===== src/rtl/shift_pkg.sv =====
// Shared types and helpers for the one-hot-coded shifters (left and right).
// Contents:
//   DATA_W            operand/result width
//   shamt_t           6-bit binary shift amount
//   ext_t             65-bit extended operand used for overflow-free rounding
//   onehot_popcnt_gt1 true when a shift code has more than one bit set
package shift_pkg;

    localparam int unsigned DATA_W = 64;

    typedef logic [5:0]  shamt_t;
    typedef logic [64:0] ext_t;

    // Clearing the lowest set bit leaves something only if two or more were set.
    function automatic logic onehot_popcnt_gt1(input logic [DATA_W-1:0] code);
        return (code & (code - 64'd1)) != '0;
    endfunction

endpackage


===== src/rtl/srl_rnd_64b_if.sv =====
// Request/result bundle for the 64-bit rounding right shifter.
// Signals:
//   init_i   op valid this cycle        flush_i  drop every in-flight op
//   sign_i   arithmetic shift           round_i  add 2^(k-1) before shifting
//   shift_i  one-hot shift code         data_i   operand
//   done_o   result valid               err_o    multi-hot shift code seen
//   sticky_o OR of bits shifted out     data_o   result
// Modports: master drives requests (user side), slave is the shifter.
interface srl_rnd_64b_if;
    import shift_pkg::*;

    logic              init_i;
    logic              flush_i;
    logic              sign_i;
    logic              round_i;
    logic [DATA_W-1:0] shift_i;
    logic [DATA_W-1:0] data_i;
    logic              done_o;
    logic              err_o;
    logic              sticky_o;
    logic [DATA_W-1:0] data_o;

    modport master (
        output init_i, flush_i, sign_i, round_i, shift_i, data_i,
        input  done_o, err_o, sticky_o, data_o
    );

    modport slave (
        input  init_i, flush_i, sign_i, round_i, shift_i, data_i,
        output done_o, err_o, sticky_o, data_o
    );

endinterface


===== src/rtl/prio_enc_64b.sv =====
// 64-bit priority encoder for one-hot shift codes.
// Ports:
//   code   in  64  shift code (ideally one-hot)
//   idx    out 6   index of the highest set bit, 0 when code is all-zero
//   multi  out 1   more than one bit of code is set
// Purely combinational.
module prio_enc_64b
    import shift_pkg::*;
(
    input  logic [DATA_W-1:0] code,
    output shamt_t            idx,
    output logic              multi
);

    // Ascending scan: the last hit wins, which is the highest set bit.
    always_comb begin
        idx = '0;
        for (int i = 0; i < DATA_W; i++) begin
            if (code[i]) begin
                idx = shamt_t'(i);
            end
        end
    end

    assign multi = onehot_popcnt_gt1(code);

endmodule


===== src/rtl/srl_rnd_64b.sv =====
// Pipelined 64-bit right shifter with optional round-half-up and arithmetic mode.
// Computes (x + 2^(k-1)) >> k (rounding) or x >> k, k taken from a one-hot code.
// Ports:
//   clk_i  clock
//   rst_i  synchronous active-high reset
//   bus    srl_rnd_64b_if.slave request/result bundle
// Pipeline: stage 1 decodes the code, stage 2 extends/offsets and forms sticky,
// stage 3 shifts. The result is valid after the third rising edge, counting the
// edge that samples init_i; one op per cycle, no backpressure.
module srl_rnd_64b #(
    parameter int unsigned DATA_W = 64,  // only 64 is supported
    parameter int unsigned LAT    = 3    // fixed pipeline depth
) (
    input logic         clk_i,
    input logic         rst_i,
    srl_rnd_64b_if.slave bus
);
    import shift_pkg::*;

    logic [LAT-1:0] vld_q;

    // Stage 1
    logic [DATA_W-1:0] data1_q;
    logic              sign1_q;
    logic              round1_q;
    shamt_t            k1_q;
    logic              err1_q;

    // Stage 2
    ext_t              sum2_q;
    logic              sign2_q;
    shamt_t            k2_q;
    logic              err2_q;
    logic              sticky2_q;

    // Stage 3
    logic [DATA_W-1:0] res3_q;
    logic              err3_q;
    logic              sticky3_q;

    // Combinational next-stage values
    shamt_t            k_dec;
    logic              err_dec;
    ext_t              ext_x;
    ext_t              ofs;
    ext_t              sum_d;
    logic [DATA_W-1:0] mask;
    logic              sticky_d;
    ext_t              shifted;
    logic [DATA_W-1:0] res_d;
    logic              unused_shifted_msb;

    prio_enc_64b u_enc (
        .code  (bus.shift_i),
        .idx   (k_dec),
        .multi (err_dec)
    );

    always_comb begin
        ext_x    = sign1_q ? {data1_q[DATA_W-1], data1_q} : {1'b0, data1_q};
        ofs      = '0;
        if (round1_q && (k1_q != '0)) begin
            ofs = ext_t'(1) << (k1_q - shamt_t'(1));
        end
        // 65-bit add: the extra bit absorbs the carry from the rounding offset.
        sum_d    = ext_x + ofs;
        mask     = ({{(DATA_W-1){1'b0}}, 1'b1} << k1_q) - {{(DATA_W-1){1'b0}}, 1'b1};
        sticky_d = |(data1_q & mask);
    end

    always_comb begin
        if (sign2_q) begin
            shifted = ext_t'($signed(sum2_q) >>> k2_q);
        end else begin
            shifted = sum2_q >> k2_q;
        end
        res_d = shifted[DATA_W-1:0];
    end

    // After a shift of k >= 0 the top bit is either zero or a copy of bit 63.
    assign unused_shifted_msb = shifted[DATA_W];

    always_ff @(posedge clk_i) begin
        if (rst_i) begin
            vld_q     <= '0;
            data1_q   <= '0;
            sign1_q   <= 1'b0;
            round1_q  <= 1'b0;
            k1_q      <= '0;
            err1_q    <= 1'b0;
            sum2_q    <= '0;
            sign2_q   <= 1'b0;
            k2_q      <= '0;
            err2_q    <= 1'b0;
            sticky2_q <= 1'b0;
            res3_q    <= '0;
            err3_q    <= 1'b0;
            sticky3_q <= 1'b0;
        end else begin
            // Flush also swallows an init_i presented on the same edge.
            if (bus.flush_i) begin
                vld_q <= '0;
            end else begin
                vld_q <= {vld_q[LAT-2:0], bus.init_i};
            end

            if (bus.init_i && !bus.flush_i) begin
                data1_q  <= bus.data_i;
                sign1_q  <= bus.sign_i;
                round1_q <= bus.round_i;
                k1_q     <= k_dec;
                err1_q   <= err_dec;
            end

            if (vld_q[0]) begin
                sum2_q    <= sum_d;
                sign2_q   <= sign1_q;
                k2_q      <= k1_q;
                err2_q    <= err1_q;
                sticky2_q <= sticky_d;
            end

            if (vld_q[1]) begin
                res3_q    <= res_d;
                err3_q    <= err2_q;
                sticky3_q <= sticky2_q;
            end
        end
    end

    // Stage registers hold stale data when idle; outputs show zero outside done.
    assign bus.done_o   = vld_q[LAT-1];
    assign bus.data_o   = vld_q[LAT-1] ? res3_q : '0;
    assign bus.err_o    = vld_q[LAT-1] & err3_q;
    assign bus.sticky_o = vld_q[LAT-1] & sticky3_q;

endmodule


===== src/flat_wrapper.sv =====
// flat-port wrapper written by rule: the top's interface ports become plain ports
module srl_rnd_64b_flat import shift_pkg::*;
#(
    parameter int unsigned DATA_W = 64,                         
    parameter int unsigned LAT    = 3                           
)
  (clk_i, rst_i, bus_init_i, bus_flush_i, bus_sign_i, bus_round_i, bus_shift_i, bus_data_i, bus_done_o, bus_err_o, bus_sticky_o, bus_data_o);
  srl_rnd_64b_if bus_i ();
  input logic clk_i;
  input logic rst_i;
  input wire logic [$bits(bus_i.init_i)-1:0] bus_init_i;
  input wire logic [$bits(bus_i.flush_i)-1:0] bus_flush_i;
  input wire logic [$bits(bus_i.sign_i)-1:0] bus_sign_i;
  input wire logic [$bits(bus_i.round_i)-1:0] bus_round_i;
  input wire logic [$bits(bus_i.shift_i)-1:0] bus_shift_i;
  input wire logic [$bits(bus_i.data_i)-1:0] bus_data_i;
  output wire logic [$bits(bus_i.done_o)-1:0] bus_done_o;
  output wire logic [$bits(bus_i.err_o)-1:0] bus_err_o;
  output wire logic [$bits(bus_i.sticky_o)-1:0] bus_sticky_o;
  output wire logic [$bits(bus_i.data_o)-1:0] bus_data_o;
  assign bus_i.init_i = bus_init_i;
  assign bus_i.flush_i = bus_flush_i;
  assign bus_i.sign_i = bus_sign_i;
  assign bus_i.round_i = bus_round_i;
  assign bus_i.shift_i = bus_shift_i;
  assign bus_i.data_i = bus_data_i;
  assign bus_done_o = bus_i.done_o;
  assign bus_err_o = bus_i.err_o;
  assign bus_sticky_o = bus_i.sticky_o;
  assign bus_data_o = bus_i.data_o;
  srl_rnd_64b #(.DATA_W(DATA_W), .LAT(LAT)) u_core (.clk_i(clk_i), .rst_i(rst_i), .bus(bus_i));
endmodule

===== config.mk =====
export PLATFORM = sky130hd
export DESIGN_NAME = srl_rnd_64b_flat
export DESIGN_NICKNAME = d
export VERILOG_FILES = /design/src/rtl/shift_pkg.sv /design/src/rtl/srl_rnd_64b_if.sv /design/src/rtl/prio_enc_64b.sv /design/src/rtl/srl_rnd_64b.sv /design/src/flat_wrapper.sv
export SDC_FILE = /design/constraint.sdc
export NUM_CORES = 1
export LEC_CHECK = 0
export BUFFER_PORTS_ARGS = -buffer_cell sky130_fd_sc_hd__buf_2
export CAP_MARGIN = 20
export CORE_ASPECT_RATIO = 1.25
export CORE_UTILIZATION = 35
export DETAILED_ROUTE_END_ITERATION = 10
export PLACE_DENSITY = 0.49
export SYNTH_ARGS = -nofsm -noshare
export SYNTH_HDL_FRONTEND = slang
export SYNTH_SLANG_ARGS = --single-unit

===== constraint.sdc =====
create_clock -name clk_i -period 7.4 [get_ports clk_i]
set_input_delay 0.37 -clock clk_i [delete_from_list [all_inputs] [get_ports clk_i]]
set_output_delay 0.37 -clock clk_i [all_outputs]
set_load 0.1 [all_outputs]

## Word-level counts from Yosys, hierarchy flattened

Index checks and enable logic that the tools add are counted.

- Add/subtract/negate cells: 4
- Shift-type cells: 4
- Mux-type cells: 67
- Bitwise gates (word level): 4
- Reduce and logical (&&, ||, !) cells: 7

Operators by type and width:

| operator | number |
|---|---|
| $mux 6 | 62 |
| $mux 65 | 2 |
| $and 64x64->64 | 2 |
| $mux 64 | 2 |
| $sub 64x1->64 const B | 2 |
| $add 65x65->65 | 1 |
| $shl 1x6->65 const A | 1 |
| $shr 65x6->64 | 1 |
| $sshr 65x6->64 | 1 |
| $reduce_bool 64->1 | 1 |
| $reduce_or 64->1 | 1 |
| $shl 1x6->64 const A | 1 |
| $reduce_bool 6->1 | 1 |
| $sub 6x1->6 const B | 1 |
| $and 1x1->1 | 2 |
| $logic_and 1x1->1 | 2 |
| $reduce_or 2->1 | 1 |
| $logic_not 1->1 | 1 |
| $mux 1 | 1 |

- Bits in registers: 216
- Input bits: 134
- Output and inout port bits: 67
- Word-level logic and storage cells: 100

## Depth between registers and ports, before layout

- Depth in word-level cells: 63
- Gate-level depth with buffers: 21
- Mapped depth without buffers: 18

## Cells and area by module

Synthesis repeated with hierarchy kept, for this count alone.

- Cells, all modules: 2693
- Area, all modules: 19388.6 um^2

By module, submodules not included:

| module | instances | cells an instance | area each (um^2) | sequential area each (um^2) |
|---|---|---|---|---|
| srl_rnd_64b | 1 | 2422 | 17775.8 | 4324.1 |
| prio_enc_64b | 1 | 271 | 1612.8 | 0.0 |

## Worst setup path after synthesis

OpenSTA, ideal clock, no wires.

- Kind: reg-to-reg
- Start: register u_core.k1_q[5]
- End: register u_core.sum2_q[57]
- Library setup time: 144 ps
- Arrival: 4596 ps
- Data required time: 7256 ps
- Path slack: 2660 ps
- Cell stages (with the launch flop): 20
- Path buffers: 5
- Clock period less this slack: 4740 ps
- Cell sequence: dfxtp_1 > buf_2 > clkbuf_1 > clkbuf_1 > clkbuf_1 > buf_1 > nand2_1 > or3_1 > nor2_1 > ha_1 > a211oi_1 > o21ai_0 > a311oi_1 > o21ai_0 > a2111oi_0 > a21oi_1 > a31o_2 > a21oi_1 > or3_1 > o311ai_0

- Cells in the longest elaborated chain, start to end: 4
- Elaborated cells on any way between the ends: 6
- Those cells by class: add/sub (2); shift (1); mux (1); reduce/logical (2)

Ends and longest elaborated chain:

| element | RTL line | text |
|---|---|---|
| from (decl) | srl_rnd_64b.sv:26 | `shamt_t k1_q;` |
| from (signal assigned) | srl_rnd_64b.sv:111 | `k1_q <= k_dec;` |
| $sub 6x1->6 or $reduce_bool 6->1 (tied branches) | srl_rnd_64b.sv:63, srl_rnd_64b.sv:62 |  |
| $shl 1x6->65 or $logic_and 1x1->1 (tied branches) | srl_rnd_64b.sv:63, srl_rnd_64b.sv:62 |  |
| $mux 65 (*) | srl_rnd_64b.sv:62 | `if (round1_q && (k1_q != '0)) begin` |
| $add 65x65->65 (*) | srl_rnd_64b.sv:66 | `sum_d = ext_x + ofs;` |
| to (signal assigned) | srl_rnd_64b.sv:116 | `sum2_q <= sum_d;` |
| to (decl) | srl_rnd_64b.sv:30 | `ext_t sum2_q;` |

Mark *: on every way between the ends. The rest lies on a longest branch, timed or not.
A chain may end at the register's enable or synchronous reset.

## Worst setup path after layout

- Start: register u_core.k1_q[1]
- End: register u_core.sum2_q[57]

Same word-level chain as after synthesis.

==> run summary <==
Bufs on Longest Clock Path: 3
Crit Path Max Fanout: 22
Die Y-Extent: 266 µm
Critical Path, Cell by Cell: or2_2, inv_2, ha_1, nand2_1, or3_1, nor2_1, ha_1, a211oi_1, o21ai_0, a311oi_1, o21ai_0, a2111oi_0, a21oi_1, a31o_2, a21oi_1, or3_1, o311ai_0
EDFF count, synth: 0
RR Startpoint: u_core.k1_q[1]
Most common cell in the synthesized netlist: nand2_1
Vias: 20,200
RSZ-0062 raised after global routing: no
Initial core utilization: 0.355
Mapped Area: 0.0195 mm²
Setup crit start kind: flop
Final setup viols: 0
Vias in the first global route: 19,500
Area growth syn-to-layout: 12.1%
Synth cell types: 85
Crit path capture type: flop
Residual DRC: 0
Core Area: 0.0549 mm²
Clock root buffer: clkbuf_16
Hold buffers post-CTS: 0
Syn Inst Count: 2,669
Core Rows: 96
Source of the worst hold timing path: bus_data_i[48]
H-tree levels: 1
DR vias/cell: 5.80
Clock latency on the worst-skew pair: 0.57 ns
DP Wirelength: 59,400 µm
Largest net degree at the start of global routing: 122
Sequential-to-total area share from yosys stat: 0.222
Most frequent cells after synthesis: nand2_1 (363), nor2_1 (360), a21oi_1 (223)
Clock power frac: 0.424
Post-CTS sizing: 0
Max Cap Viol: 0
Comb pwr share: 0.193
DR WL/cell: 21.7 µm
Crit path DAT: 6.28 ns
Chip width: 213 µm
Worst hold path type: in2reg
Fillcell total: 5,844
Tightest Pin Transition: 1.06 ns
Static leakage: 8.42 nW
Maximum clock frequency: 170 MHz
Worst hold slack: 0.0327 ns
DR iter-0 viols: 1,329
Die Area: 0.0566 mm²
Peak VDD IR: 0.000155 V
Total GRT Usage: 0.262
Post-Route WL: 75,600 µm
Antenna-violating nets left: 0
Final Hold Viols: 0
Ys async rst share: 0
Layout Skew: 0.0232 ns
Area occupied by multi-input gates: 0.0142 mm²
Port Buffers: 200
Area fraction of the dominant cell type after synthesis: 0.222
Pint: 2.26 mW
GP Congestion: 0.950
CP max stage delay: 0.81 ns
Num ports: 201
Setup TNS: 0 ns
Final Cycle Share: 0.796
Average cell area after synthesis: 7.30 µm²
Syn. warnings: 0
Crit path required time: 7.79 ns
Minimum clock period: 5.89 ns
PwrDens: 149 mW/mm²
Inserted Clock Buffers: 26
Net Sw Power: 0.997 mW
Yosys top cell by area: dfxtp_1
# nets final: 2,938
Register bit count reported by yosys: 216
Largest cells by area after synthesis: dfxtp_1 (22%), nand2_1 (7.0%), nor2_1 (6.9%), mux2i_1 (6.6%), mux4_2 (6.2%)
Ys flop type: dfxtp_1
Clock transition at the registers of the reported paths: 0.07 ns
Net Sw Frac: 0.306
Layout cells sized above 1: 0.148
Max_slew headroom: 0.288
Clock sink count: 216
Pins over their slew limit: 0
CTS tree: done
GR Overflow Total: 0
Crit. Startpoint: u_core.k1_q[1]
Reg power frac: 0.383
Final core occ: 0.398
CP max stage cell: dfxtp_1
Post-CTS setup buffer count: 0
CP Class: reg2reg
Sequential cell area: 0.00434 mm²
Number of antenna violations at the first check in global routing: 4
DR pass1 iterations: 7
Status: finished clean
First-pass GRT wire length: 116,000 µm
# diodes: 0
Synth Net Count: 2,871
==> worst paths after layout <==
| kind | endpoint | slack (ns) | cells after the start |
|---|---|---|---|
| setup / recovery | u_core.sum2_q[57] | 1.51 | 17 |
| hold / removal | u_core.data1_q[48] | 0.03 | 3 |
| setup reg to reg | u_core.sum2_q[57] | 1.51 | 17 |
| hold reg to reg | u_core.res3_q[32] | 0.46 | 2 |
==> sequential cells by signal, indices dropped and copies added (netlist names), 3 cells and up <==
name            count
u_core.k1_q         6
u_core.sum2_q      65
u_core.data1_q     64
u_core.k2_q         6
u_core.vld_q        3
u_core.res3_q      64
==> through the flow <==
step                power [mW]  area, µm²  setup slack [ns]  std cells
floorplan                 1.66      19500              2.66       2669
global placement          1.89      20900              1.86       3443
detailed placement        1.89      20900              1.63       3443
CTS                       3.29      21800              1.59       3488
global route              3.40      21800              1.18       3488
finish                    3.26      21800              1.51       3488
==> layer usage <==
metal | vias to the layer above | global-route usage | share of wire
met4 | 6 | 0.124 | 0.050
met5 | - | 0 | 0.00054
li1 | 9824 | - | -
met1 | 9638 | 0.324 | 0.42
met2 | 614 | 0.456 | 0.49
met3 | 165 | 0.0232 | 0.041
==> cells by family (layout without fill, tap and decap cells) <==
family,count (synthesis),count (layout),share of synthesized area
buffers and inverters,240,324,0.0475
AND/OR/NAND/NOR,1099,1099,0.257
AO/OA/AOI/OAI,755,755,0.248
adder cells (fa/ha/maj),71,71,0.0456
flip-flops,216,216,0.222
XOR/XNOR,73,73,0.0328
multiplexers,215,215,0.147
==> power groups by stage <==
stage	Combinational, mW	Sequential (mW)	Clock (mW)
2_1_floorplan	0.420	1.24	0
3_5_place_dp	0.620	1.27	0
3_3_place_gp	0.622	1.27	0
6_report	0.629	1.25	1.38
5_1_grt	0.683	1.25	1.47
4_1_cts	0.623	1.25	1.42
==> final cells by class <==
type | instances | share of cell area
sequential | 216 | 0.199
timing repair buffer | 231 | 0.0568
clock inverter | 8 | 0.00665
multi-input combinational | 2213 | 0.652
inverter | 48 | 0.00825
clock buffer | 37 | 0.0350
tap | 735 | 0.0421
==> cells in the final DEF (no fill, tap or decap), drive strengths merged, types with 46 or more instances in the layout <==
cell type and n:
mux2i 128, nor2 361, mux4 54, buf 231, a21oi 223, ha 67, nor3 78, dfxtp 216
and2 80, nand2 363, inv 48, xnor2 46, o21ai 187
==> critical path: cells and delay by family, from the launching register on <==
kind,cells,cell delay (ns)
AOI/OAI and AO/OA,9,2.64
and+or+nand+nor,5,1.33
DFF,1,0.81
adders and majority gates,2,0.77
buffers and inverters,1,0.14
Note: power is estimated with default switching activity, not from simulation.
